<file path="src/rtl/bus_pkg.sv">
// Shared definitions for the bus port transmit FIFO: default packet width,
// packet type and the pointer-width helper.
package bus_pkg;

  localparam int PCKG_SZ = 16;

  typedef logic [PCKG_SZ-1:0] pckg_t;

  // Smallest r with 2**r >= d; sizes FIFO pointers (count gets one bit more).
  function automatic int clog2_depth(input int d);
    int r;
    r = 0;
    while ((1 << r) < d) r++;
    return r;
  endfunction

endpackage

</file>
<file path="src/rtl/bus_fifo_mem.sv">
// Register array for bus_port_fifo: one synchronous write port and one
// asynchronous read port; contents are never reset.
module bus_fifo_mem
  import bus_pkg::*;
#(
  parameter int pckg_sz = PCKG_SZ,
  parameter int depth   = 8
) (
  input  logic                          clk,
  input  logic                          wr_en,
  input  logic [clog2_depth(depth)-1:0] wr_addr,
  input  logic [pckg_sz-1:0]            wr_data,
  input  logic [clog2_depth(depth)-1:0] rd_addr,
  output logic [pckg_sz-1:0]            rd_data
);

  logic [pckg_sz-1:0] mem [depth];

  always_ff @(posedge clk) begin
    if (wr_en) mem[wr_addr] <= wr_data;
  end

  assign rd_data = mem[rd_addr];

endmodule

</file>
<file path="src/rtl/bus_port_fifo.sv">
// First-word-fall-through transmit FIFO feeding one bus port; head packet on D_pop while pndng.
// Latency: write at edge N is visible after N; pop at M shows the next head after M.
// Backpressure: writes dropped when full without pop (sticky overflow; drop_cnt with BUS_FIFO_DROP_CNT_EN).
module bus_port_fifo
  import bus_pkg::*;
#(
  parameter int pckg_sz = PCKG_SZ,
  parameter int depth   = 8
) (
  input  logic                        clk,
  input  logic                        reset,
  input  logic                        wr_en,
  input  logic [pckg_sz-1:0]          wr_data,
  input  logic                        pop,
  output logic                        pndng,
  output logic [pckg_sz-1:0]          D_pop,
  output logic                        full,
  output logic [clog2_depth(depth):0] count,
  output logic                        overflow,
  output logic                        underflow
`ifdef BUS_FIFO_DROP_CNT_EN
  ,
  output logic [15:0]                 drop_cnt
`endif
);

  localparam int AW = clog2_depth(depth);
  localparam int CW = AW + 1;

  logic [AW-1:0]      wr_ptr;
  logic [AW-1:0]      rd_ptr;
  logic [pckg_sz-1:0] rd_data;
  logic               wr_acc;
  logic               pop_acc;
  logic               wr_drop;

  // A pop on a full FIFO frees the head slot in the same cycle, so the write may reuse it.
  assign wr_acc  = !reset && wr_en && (!full || pop);
  assign pop_acc = !reset && pop && pndng;
  assign wr_drop = wr_en && full && !pop;

  bus_fifo_mem #(
    .pckg_sz (pckg_sz),
    .depth   (depth)
  ) u_mem (
    .clk     (clk),
    .wr_en   (wr_acc),
    .wr_addr (wr_ptr),
    .wr_data (wr_data),
    .rd_addr (rd_ptr),
    .rd_data (rd_data)
  );

  always_ff @(posedge clk) begin
    if (reset) begin
      wr_ptr    <= '0;
      rd_ptr    <= '0;
      count     <= '0;
      overflow  <= 1'b0;
      underflow <= 1'b0;
    end else begin
      if (wr_acc)  wr_ptr <= wr_ptr + AW'(1);
      if (pop_acc) rd_ptr <= rd_ptr + AW'(1);
      case ({wr_acc, pop_acc})
        2'b10:   count <= count + CW'(1);
        2'b01:   count <= count - CW'(1);
        default: count <= count;
      endcase
      if (wr_drop)       overflow  <= 1'b1;
      if (pop && !pndng) underflow <= 1'b1;
    end
  end

`ifdef BUS_FIFO_DROP_CNT_EN
  always_ff @(posedge clk) begin
    if (reset) begin
      drop_cnt <= '0;
    end else if (wr_drop && drop_cnt != 16'hFFFF) begin
      drop_cnt <= drop_cnt + 16'd1;
    end
  end
`endif

  assign full  = (count == CW'(depth));
  assign pndng = (count != '0);
  assign D_pop = pndng ? rd_data : '0;

endmodule

</file>
<file path="config.mk">
export PLATFORM = sky130hd
export DESIGN_NAME = bus_port_fifo
export DESIGN_NICKNAME = d
export VERILOG_FILES = /design/src/rtl/bus_pkg.sv /design/src/rtl/bus_fifo_mem.sv /design/src/rtl/bus_port_fifo.sv
export SDC_FILE = /design/constraint.sdc
export NUM_CORES = 1
export LEC_CHECK = 0
export ABC_AREA = 0
export BUFFER_PORTS_ARGS = -buffer_cell sky130_fd_sc_hd__clkbuf_2
export CAP_MARGIN = 30
export CORE_MARGIN = 1.5
export CORE_UTILIZATION = 45
export DETAILED_ROUTE_END_ITERATION = 12
export SLEW_MARGIN = 30
export SYNTH_ARGS = -nofsm -noshare
export SYNTH_HDL_FRONTEND = slang
export SYNTH_SLANG_ARGS = --single-unit
</file>
<file path="constraint.sdc">
create_clock -name clk -period 3.4 [get_ports clk]
set_clock_uncertainty 0.1 [all_clocks]
set_input_delay 0.17 -clock clk [delete_from_list [all_inputs] [get_ports clk]]
set_output_delay 0.17 -clock clk [all_outputs]
set_load 0.03 [all_outputs]
</file>
; ---- After elaboration in Yosys (flattened, before gate mapping)
; Memories as Yosys holds them, arrays and structs flattened. A register that Yosys moved wholly into a read port is not among the register bits.
; Cells that the tools add are included.
[word_totals]
mem_bits_rw = 128
wordCells = 33
output_inout_bits = 24
n_memories = 1
regBits = 12
input_bits = 20
[memory_table]
columns = memory, words, word_bits, read_ports, rd_ports_with_merged_regs, wr, line
row1 = u_mem.mem, 8, 16, 1, 1, 1, bus_fifo_mem.sv:17  ; logic [pckg_sz-1:0] mem [depth];
[op_classes]
n_eq_ne = 3
add_sub_neg = 4
n_reduce_logical = 14
n_mux = 6
[ops]
columns = cell, count
row1 = $mux W16, 1
row2 = $pmux W4 S2, 1
row3 = $logic_and A1 B1 Y1, 7
row4 = $add A3 B1 Y3 const B, 2
row5 = $mux W3, 2
row6 = $add A4 B1 Y4 const B, 1
row7 = $eq A4 B4 Y1 const B, 1
row8 = $logic_not A1 Y1, 4
row9 = $reduce_bool A4 Y1, 1
row10 = $sub A4 B1 Y4 const B, 1
row11 = $eq A2 B1 Y1 const B, 1
row12 = $eq A2 B2 Y1 const B, 1
row13 = $mux W1, 2
row14 = $reduce_bool A2 Y1, 1
row15 = $logic_or A1 B1 Y1, 1

; ---- Longest topological paths before layout
; Gate-level depths: netlist of the first run.
[depth]
depth_word = 6
mapped_depth = 12
depth_no_buf = 11

; ---- Modules after synthesis
; From an unflattened synthesis of the first run, not the netlist that was laid out.
[hier_totals]
hier_cells = 284
area_unflattened_um2 = 5705.5
[modules_own_cells]
columns = mod, instances, cells_per_inst, area_per_inst_um2, seq_area_each_um2
row1 = bus_fifo_mem, 1, 198, 4973.5, 3843.7
row2 = bus_port_fifo, 1, 86, 732.0, 240.2

; ---- Worst setup path before layout of the first run
; Ideal clock, no wire load.
[synth_path]
path_type = register to register
startpoint = register count[0]
endpoint = memory u_mem.mem[0][0] (netlist name), enable pin
stages_incl_launch_ff = 5
setup_time_ps = 430
path_buffers = 0
required_ps = 2870
synth_period_minus_slack_ps = 3362
setup_slack_ps = 38
t_arrival_ps = 2832
path_cell_list = dfxtp_1 or4b_4 o21ai_4 or2_2 nor4_1
[synth_between]
elab_chain_len = 6
[synth_lines]
columns = item, line
row1 = "start, declared", bus_port_fifo.sv:18  ; output logic [clog2_depth(depth):0] count,
row2 = "start signal, assigned", bus_port_fifo.sv:65  ; 2'b10: count <= count + CW'(1);
row3 = "start signal, assigned", bus_port_fifo.sv:66  ; 2'b01: count <= count - CW'(1);
row4 = "start signal, assigned", bus_port_fifo.sv:67  ; default: count <= count;
row5 = $eq A4 B4 Y1, bus_port_fifo.sv:84  ; assign full = (count == CW'(depth));
row6 = $logic_not A1 Y1, bus_port_fifo.sv:38  ; assign wr_acc = !reset && wr_en && (!full || pop);
row7 = $logic_or A1 B1 Y1, bus_port_fifo.sv:38
row8 = $logic_and A1 B1 Y1, bus_port_fifo.sv:38
row9 = $mux W1, bus_fifo_mem.sv:20  ; if (wr_en) mem[wr_addr] <= wr_data;
row10 = $mux W1 (implied by the code), bus_fifo_mem.sv:20
row11 = "end, declared", bus_fifo_mem.sv:17
; No other way between the ends.

; ---- Worst setup path in the final report of the first run
[layout_path]
startpoint = register count[1]
endpoint = register count[2]
[layout_between]
elab_chain_len = 6
word_cells_on_any_way = 12
cone_classes = add/sub (2) / eq/ne (3) / mux (1) / reduce/logical (6)
[layout_lines]
columns = item, line
row1 = $eq A4 B4 Y1, bus_port_fifo.sv:84
row2 = $logic_not A1 Y1, bus_port_fifo.sv:38
row3 = $logic_or A1 B1 Y1, bus_port_fifo.sv:38
row4 = $logic_and A1 B1 Y1, bus_port_fifo.sv:38
row5 = $eq A2 B1 Y1 or $eq A2 B2 Y1 (tied branches), bus_port_fifo.sv:64  ; case ({wr_acc, pop_acc})
row6 = $pmux W4 S2 or $reduce_bool A2 Y1 (tied branches), -
; Parallel ways exist; a longest one is shown, timed or not.
; A chain may end at the register's enable or synchronous reset.

==> results.toml, run 1 <==
[floorplan]
core_area_mm2 = 0.01211
rows = 40
die_y_um = 114.7
ios = 44
die_area_mm2 = 0.01315
die_x_um = 114.7
initial_core_util = 0.4635

[power_and_ir_drop]
seqPwrFrac = 0.452
clock_power_share = 0.430
p_int_mw = 3.367
power.switching_uw = 996.0
switching_share = 0.2283
power.static_leakage_nw = 2.316
p_comb_frac = 0.118
p_per_area_mw_per_mm2 = 633.9
ir_drop_uv = 328.0

[yosys]
synthAdderAreaFrac = 0.01114
synth_mux_area_frac = 0.1625
synthXorXnorAreaFrac = 0.009360
syn-instance-count = 290
synthTopCellsByArea = "edfxtp_1 68%, mux4_2 13%, dfxtp_1 5.3%, mux2i_1 3.2%, nor2_1 2.0%"
yosysTopAreaCell = "edfxtp_1"
synth.distinct_cells = 33
yosys_register_bits = 143
synth-compound-area-share = 0.01493
yosysTopAreaCellShare = 0.6846
synth_top_family_by_area = "multiplexers"
syn_avg_cell_area_um2 = 19.36
yosysWarnings = 0
syn_area_mm2 = 0.005614
synth_simple_gate_area_frac = 0.04903
synthesis.nets = 315
ys_seq_area_frac = 0.7381

[global_routing]
grt_overflow_total = 0
grtUsageMet1 = 0.2268
grt_most_used_layer = "met2"
met3_usage = 0.04288
grt_pass1_wl_um = 15990
grt_pass1_vias = 2879
track_usage = 0.1739
grt_start_max_net_pins = 33
grt_use_met2 = 0.2810
antenna_found_initial = 0

[min_path]
min_from = "pop"
hp-class = "input pin to register"
hold-path-endpoint = "underflow$_SDFFE_PP0P_"
hold_path_depth = 3

[clocking]
cts_resized = 0
clock_sinks = 143
h-tree-depth = 4
clk_pin_slew_ns = 0.06
cts-root-buf = "clkbuf_16"
numCtsBuffers = 17
clk_latency_ns = 0.41
tritoncts = "built"
clk_path_buf_depth = 2

[critical_path]
cp.arrival_ns = 3.01
worstPathRequired_ns = 3.64
r2r_end = "count[2]$_SDFFE_PP0P_"
critical_path_class = "register to register"
cp_max_fo = 9
cp-start-kind = "register"
reg2reg_from = "count[1]$_SDFFE_PP0P_"
r2r_setup_slack_ns = 0.63
crit_path_end_kind = "register"
worstRegToRegCells = 10

[sta]
slew_viol_final = 0
worst_slew_pin_slew_ns = 0.9384
grt_setup_unrepaired = "no"
fin_ws_ns = 0.6287
hold_viol_final = 0
fin_crit_sh = 0.8151
tns_ns = 0
fmax_ghz = 0.3608
slew_headroom = 0.3735
fin_crit_ns = 2.771
setup_viol = 0

[layout]
final_cell_mix = "128 x edfxtp_1, 43 x clkbuf_2, 32 x mux4_2, 30 x nor2_1, 18 x mux2i_1"
diodes = 0
layout-drive-gt1-share = 0.3447
syn2layout_area_growth_pct = 22.60
final_area_mm2 = 0.006883
nets = 392
layout_commonest_cell = "edfxtp_1"
instances_no_fill = 548

[place]
dp_slack_ns = 0.6383
dp.cells = 499
routabilityCongestion = 0.7017
portBuffers = 43
post-dp-hpwl_um = 6208
placed_area_mm2 = 0.006111

[routing]
ant_nets = 0
num_vias = 2845
first_pass_iters = 6
remaining_drc_errors = 0
wl_per_cell_um = 19.07
viasPerCell = 5.192
routed_wl_um = 10450
drt_iter0_markers = 160

[run_status]
status = "finished, final reports clean"

[job]
maxCapViolCount = 0
[kinds of logic (layout without fill, tap and decap cells)]
kind of cell	after synthesis	count (layout)
DFF	143	143
and+or+nand+nor	54	54
muxes	51	51
buffers and inverters	18	108
AOI/OAI and AO/OA	13	13
xor gates and xnor gates	6	6
adders and majority gates	5	5
[sequential cells by signal, summed over array words and instances (netlist names), named ones only]
name,count
count,4
overflow,1
rd_ptr,3
u_mem.mem,128
underflow,1
wr_ptr,3
[cell usage after synthesis]
cell type  instances
ha_1               5
buf_6              1
xor2_1             6
mux2i_1           18
a21oi_1            6
nand3_1            2
edfxtp_1         128
nor4_1             2
or4b_4             1
nand2b_1           2
nor2b_1            2
nand2_1            4
buf_2              6
nor2_1            30
o21ai_0            3
nor4_4             1
inv_2              1
or2_2              2
clkbuf_2           1
mux2_2             1
dfxtp_1           15
nor4bb_1           1
nand3b_1           1
o31ai_1            1
clkbuf_1           4
nor4b_1            1
nor3_1             4
or3_1              1
inv_1              1
o21ai_4            1
o211ai_1           2
buf_1              4
mux4_2            32
[critical path: stages, from the launching register on]
cell and delay [ns]:
dfxtp_1 0.41, or4b_4 0.61, o21ai_4 0.18, or2_2 0.15
ha_1 0.25, xor2_1 0.17, ha_1 0.17, a21oi_1 0.05
xor2_1 0.17, or3_1 0.31, a21oi_1 0.14
[through the flow]
step / power (mW) / util / hold slack (ns)
5_1_grt: 4.509 / 0.5683 / 0.04640
3_5_place_dp: 2.517 / 0.5045 / 0.3514
4_1_cts: 4.401 / 0.5683 / 0.02682
2_1_floorplan: 2.370 / - / 0.1689
6_report: 4.363 / 0.5683 / 0.03973
3_3_place_gp: 2.510 / 0.5038 / 0.3469
[repair_timing]
| item | in CTS | in global routing |
|---|---|---|
| buffers inserted | 0 | 0 |
| hold buffers | 17 | 0 |
| hold endpoints to repair | 129 | 0 |
[layout make-up]
cell class                 count  area (um^2)
sequential                   143         4145
tap                          168        210.2
multi-input combinational    129         1428
inverter                       2        7.507
clock buffer                  18        429.2
clock inverter                14        172.7
timing repair buffer          74        490.5
fill                         962         5229
[per-layer routing]
layer,wire length (um),part of all wire
met1,4645,0.44
met2,5185,0.50
met3,463,0.044
met4,155,0.015
met5,0,0
[how the worst max path moves through the flow]
stage | from | endpoint | slack [ns]
floorplan | count[0]$_SDFFE_PP0P_ | u_mem.mem[0][0]$_DFFE_PP_ | 0.04
global placement | count[1]$_SDFFE_PP0P_ | count[2]$_SDFFE_PP0P_ | 0.72
detailed placement | count[0]$_SDFFE_PP0P_ | count[2]$_SDFFE_PP0P_ | 0.64
CTS | count[0]$_SDFFE_PP0P_ | count[2]$_SDFFE_PP0P_ | 0.63
global route | count[1]$_SDFFE_PP0P_ | count[2]$_SDFFE_PP0P_ | 0.44
finish | count[1]$_SDFFE_PP0P_ | count[2]$_SDFFE_PP0P_ | 0.63
[power groups by stage]
stage               sequential (mW)  clock (mW)  combinational (mW)
floorplan                      2.01           0               0.356
global placement               2.01           0               0.504
detailed placement             2.01           0               0.509
CTS                            1.97        1.90               0.527
global route                   1.98        1.98               0.559
finish                         1.97        1.88               0.513
Note: power is estimated with default switching activity, not from simulation.
==> run 2, diff against run 1 <==
Settings changed: ABC_AREA 0 to 1.
Clock period 3.4 ns to 2.6 ns, I/O delays scaled along.
==> results.toml, run 2 <==
[floorplan]
core_area_mm2 = 0.01262
ios = 44
rows = 41
initial_core_util = 0.4627
die_area_mm2 = 0.01367
die_y_um = 116.9
die_x_um = 116.9

[power_and_ir_drop]
p_per_area_mw_per_mm2 = 897.9
total_power_mw = 6.415
power.static_leakage_nw = 2.626
ir_drop_uv = 456.7

[yosys]
async_reset_ff_frac = 0
synth_most_common_cell = "edfxtp_1"
ys_seq_area_frac = 0.7097
yosys_register_bits = 143
synth-main-ff-cell = "edfxtp_1"
syn_area_mm2 = 0.005839
synthesis.nets = 507
synth.distinct_cells = 31
synth_common_cells = "128 x edfxtp_1, 127 x nor2_1, 53 x o21ai_0"
synth-edff-count = 128
syn-instance-count = 482
synthTopCellsByArea = "edfxtp_1 66%, nor2_1 8.2%, dfxtp_1 5.1%, o21ai_0 4.5%, nand2_1 2.2%"
yosysWarnings = 0
yosysTopAreaCellShare = 0.6582
yosysTopAreaCell = "edfxtp_1"
syn_avg_cell_area_um2 = 12.11

[global_routing]
grt_overflow_total = 0
grt_start_max_net_pins = 49
grt_pass1_vias = 3683
antenna_found_initial = 0
track_usage = 0.1959
grt_pass1_wl_um = 19260

[layout]
nets = 583
regMostFlops = "u_mem.mem"
syn2layout_area_growth_pct = 22.35
layout_commonest_cell = "edfxtp_1"
layout-drive-gt1-share = 0.1944
diodes = 0
final_cell_mix = "128 x edfxtp_1, 127 x nor2_1, 53 x o21ai_0, 43 x clkbuf_2, 34 x nand2_1"
largest_reg_flops = 128
reg_top3 = "u_mem.mem (128), count (4)"

[sta]
hold_viol_final = 0
fin_crit_ns = 2.293
fin_crit_sh = 0.8820
fmax_ghz = 0.4361
grt_setup_unrepaired = "no"
tns_ns = 0
setup_viol = 0
slew_viol_final = 0
worst_slew_pin_slew_ns = 0.5744
slew_headroom = 0.6166

[critical_path]
crit_buf_inv = 2
critical_path_class = "register to primary output"
crit_path_end_kind = "primary output"
cp_common_cell = "nor2_1"
cp_max_fo = 16
cpPeakStageDelay_ns = 0.44
crit_path_top_delay_cell = "inv_1"
worstPathRequired_ns = 2.37
critical_path.top_delay_family = "buffers and inverters"
path_cells = "inv_1 -> o21ai_0 -> o22ai_1 -> nor2_1 -> nor2_1 -> clkbuf_2"
cp-start-kind = "register"
cp.arrival_ns = 2.06

[clocking]
tritoncts = "built"
clk_path_buf_depth = 2
clock_sinks = 143
numCtsBuffers = 17
clk_pin_slew_ns = 0.06
h-tree-depth = 4
clk_latency_ns = 0.41
cts-root-buf = "clkbuf_16"
cts_resized = 0

[routing]
num_vias = 3816
ant_nets = 0
wl_per_cell_um = 16.29
viasPerCell = 5.136
first_pass_iters = 4
drt_iter0_markers = 273
routed_wl_um = 12110
remaining_drc_errors = 0

[place]
post-dp-hpwl_um = 6983
routabilityCongestion = 0.8368
portBuffers = 43

[min_path]
hp-class = "input pin to register"

[job]
maxCapViolCount = 0

[run_status]
status = "finished, final reports clean"
-- run 2: report_power, final --
part | internal [mW] | switching (mW) | leakage, nW
sequential | 2.56 | 0.0620 | 1.28
clock | 1.79 | 0.899 | 0.318
combinational | 0.338 | 0.765 | 1.03
total | 4.69 | 1.73 | 2.63
-- run 2: path summary, 6_finish.rpt --
kind / startpoint / end / slack (ns) / cells past startpoint
max reg2reg: count[0]$_SDFFE_PP0P_ / count[2]$_SDFFE_PP0P_ / 0.45 / 12
min: pop / underflow$_SDFFE_PP0P_ / 0.03 / 4
min reg2reg: overflow$_SDFFE_PP0P_ / overflow$_SDFFE_PP0P_ / 0.36 / 2
max: register / D_pop[4] / 0.31 / 6
-- run 2: kinds of logic (layout without fill, tap and decap cells) --
logic type	count (synthesis)	after routing	share of synthesized area
compound gates	110	110	0.1069
xor+xnor	4	4	0.006001
fa+ha+maj	5	5	0.01071
buf+inv	43	132	0.03878
flops	143	143	0.7097
simple gates	177	177	0.1279
-- run 2: per-layer routing --
layer  wire length [um]  up-vias  global-route usage
met5                  0        -                   0
met4                 73        0             0.06988
met3                444        5             0.04789
met2               5924       67              0.3212
met1               5662     1877              0.2565
li1                   -     1867                   -
-- run 2: what timing repair did --
item                                   in CTS  in global routing
endpoints found under the hold margin     133                  0
setup buffers                               0                  0
hold buffers                               19                  0
-- run 2: cell type report --
type,instances,area [um^2]
clock inverter,15,242.7
tap,172,215.2
fill,1055,5475
sequential,143,4145
clock buffer,17,425.4
inverter,19,73.82
timing repair buffer,81,573.1
multi-input combinational,296,1469
-- run 2: stage by stage --
step / instance area, um^2 / std cells / hold WS (ns) / util / setup WS [ns]
after floorplan: 5839 / 482 / 0.1289 / - / 0.2523
after global placement: 6286 / 692 / 0.3112 / 0.4981 / 0.5259
after detailed placement: 6286 / 692 / 0.3160 / 0.4981 / 0.4442
after CTS: 7144 / 743 / 0.01220 / 0.5661 / 0.2324
after global routing: 7144 / 743 / 0.06640 / 0.5661 / 0.05732
final: 7144 / 743 / 0.02620 / 0.5661 / 0.3068
-- run 2: worst reg2reg max path: stages, from the launching register on --
cell and delay (ns):
dfxtp_1 0.40, nor2_2 0.22, nand4_2 0.12, nand3_2 0.13
ha_1 0.24, nand2_1 0.07, inv_1 0.09, nor2_2 0.05
ha_1 0.17, a21oi_1 0.14, xnor2_1 0.09, o21ai_0 0.16
inv_1 0.06
==> run 3, diff against run 2 <==
Settings changed: CORE_UTILIZATION 45 to 28, SETUP_SLACK_MARGIN set to 0.3, SYNTH_HIERARCHICAL set to 1.
==> results.toml, run 3 <==
[yosys]
synthesis.nets = 719
syn_area_mm2 = 0.006467
syn-instance-count = 694
synth-main-ff-cell = "edfxtp_1"
synth-edff-count = 128
synthTopCellsByArea = "edfxtp_1 59%, nand2_1 13%, inv_1 9.6%, nand3_1 5.5%, dfxtp_1 3.7%"
async_reset_ff_frac = 0
yosysWarnings = 6
ys_seq_area_frac = 0.6315
synth_common_cells = "228 x nand2_1, 165 x inv_1, 128 x edfxtp_1"
synth_most_common_cell = "nand2_1"
yosysTopAreaCell = "edfxtp_1"
synth.distinct_cells = 24
syn_avg_cell_area_um2 = 9.319
yosysTopAreaCellShare = 0.5943
yosys_register_bits = 140

[layout]
syn2layout_area_growth_pct = 21.71
layout-drive-gt1-share = 0.1461
final_cell_mix = "228 x nand2_1, 163 x inv_1, 128 x edfxtp_1, 71 x nand3_1, 43 x clkbuf_2"
reg_top3 = "u_mem/mem (128), count (4)"
largest_reg_flops = 128
layout.filler_cells = 2221
nets = 800
multi_input_area_mm2 = 0.001583
regMostFlops = "u_mem/mem"
fin_util = 0.3477
seq_area_mm2 = 0.004086
diodes = 0
layout_commonest_cell = "nand2_1"

[power_and_ir_drop]
total_power_mw = 6.256
p_comb_frac = 0.226
power.switching_mw = 1.906
switching_share = 0.3047
seqPwrFrac = 0.410
power.static_leakage_nw = 3.659
p_int_mw = 4.349
clock_power_share = 0.365
ir_drop_uv = 471.6
p_per_area_mw_per_mm2 = 794.8

[critical_path]
critical_path_class = "register to register"
cp.arrival_ns = 2.33
cpPeakStageDelay_ns = 0.35
cp_max_fo = 6
crit_path_top_delay_cell = "dfxtp_2"
crit_path_end_kind = "register"
path_cells = "nor2_2 -> nand4_1 -> nand2_2 -> inv_2 -> nand2_1 -> ha_2 -> nand2_1 -> inv_1 -> nor2_2 -> ha_1 -> a21oi_1 -> xnor2_1 -> o21ai_1 -> inv_1"
critical_path.top_delay_family = "simple AND/OR/NAND/NOR gates"
cp-start-kind = "register"
worstPathRequired_ns = 2.81
crit_buf_inv = 3

[sta]
setup_viol = 0
fin_crit_ns = 2.123
slew_headroom = 0.7158
grt_setup_unrepaired = "no"
hold_viol_final = 0
fin_crit_sh = 0.8164
slew_viol_final = 0
tns_ns = 0
worst_slew_pin_slew_ns = 0.4255
fmax_ghz = 0.4711

[clocking]
cts-root-buf = "clkbuf_16"
tritoncts = "built"
numCtsBuffers = 17
clk_latency_ns = 0.42
clk_pin_slew_ns = 0.06
clk_path_buf_depth = 2
h-tree-depth = 4
clock_sinks = 140

[floorplan]
die_y_um = 155.0
initial_core_util = 0.2857
rows = 55
die_area_mm2 = 0.02402
die_x_um = 155.0
ios = 44
core_area_mm2 = 0.02264

[global_routing]
grt_start_max_net_pins = 67
grt_pass1_wl_um = 22170
antenna_found_initial = 0
grt_overflow_total = 0
track_usage = 0.1219
grt_pass1_vias = 4322

[routing]
wl_per_cell_um = 12.73
viasPerCell = 4.132
ant_nets = 0
dr.max_layer_used = "met4"
first_pass_iters = 5
routed_wl_um = 13650
remaining_drc_errors = 0
met2_length_um = 6321
met3_length_um = 801
num_vias = 4429
wirelength_met1_um = 6367
drt_iter0_markers = 318

[job]
maxCapViolCount = 0

[run_status]
status = "finished, final reports clean"

[place]
post-dp-hpwl_um = 8135
portBuffers = 43
routabilityCongestion = 0.6999

[min_path]
hp-class = "register to register"
-- run 3: layout make-up --
type                            count  share of cell area
Clock inverter                     11             0.01558
Inverter                          168             0.08170
Clock buffer                       20             0.05548
Multi-Input combinational cell    361              0.2011
Timing Repair Buffer               87             0.08170
Sequential cell                   140              0.5192
Tap cell                          285             0.04530
-- run 3: worst paths after layout --
kind | cells past startpoint | startpoint | slack, ns | end
max reg2reg | 14 | count[1]$_SDFFE_PP0P_ | 0.48 | count[2]$_SDFFE_PP0P_
max | 14 | count[1]$_SDFFE_PP0P_ | 0.48 | count[2]$_SDFFE_PP0P_
min reg2reg | 1 | underflow$_SDFFE_PP0P_ | 0.37 | underflow$_SDFFE_PP0P_
min | 1 | underflow$_SDFFE_PP0P_ | 0.37 | underflow$_SDFFE_PP0P_
-- run 3: logic make-up (layout without fill, tap and decap cells) --
logic type / count (synthesis) / in the layout / synth area share
compound gates: 13 / 13 / 0.01045
xor+xnor: 4 / 4 / 0.005418
fa+ha+maj: 5 / 5 / 0.009673
buf+inv: 193 / 286 / 0.1273
flops: 140 / 140 / 0.6315
simple gates: 339 / 339 / 0.2157
-- run 3: layer usage --
layer / vias to the layer above / track usage
li1: 2300 / -
met3: 13 / 0.03426
met2: 108 / 0.1954
met5: - / 0
met4: 0 / 0.04350
met1: 2008 / 0.1577
-- run 3: what timing repair did --
item	in CTS	in global routing
hold endpoints to repair	135	0
buffers inserted	0	3
pin swaps	0	1
gates resized for setup	3	11
gates cloned	0	0
setup endpoints to repair	16	16
hold buffers	21	0
-- run 3: power by group through the flow --
stage / logic [mW] / registers [mW] / clock network (mW)
6_report: 1.41 / 2.56 / 2.28
2_1_floorplan: 0.988 / 2.63 / 0
3_5_place_dp: 1.37 / 2.60 / 0
3_3_place_gp: 1.37 / 2.60 / 0
4_1_cts: 1.41 / 2.56 / 2.34
5_1_grt: 1.59 / 2.57 / 2.43
-- run 3: through the flow --
step / cell area (um^2) / instances / hold slack [ns] / setup slack [ns]
2_1_floorplan: 6467 / 694 / 0.1289 / 0.2130
3_3_place_gp: 7043 / 1017 / 0.3149 / 0.4797
3_5_place_dp: 7043 / 1017 / 0.3136 / 0.4505
4_1_cts: 7823 / 1069 / 0.3750 / 0.3217
5_1_grt: 7871 / 1072 / 0.4003 / 0.3069
6_report: 7871 / 1072 / 0.3685 / 0.4774
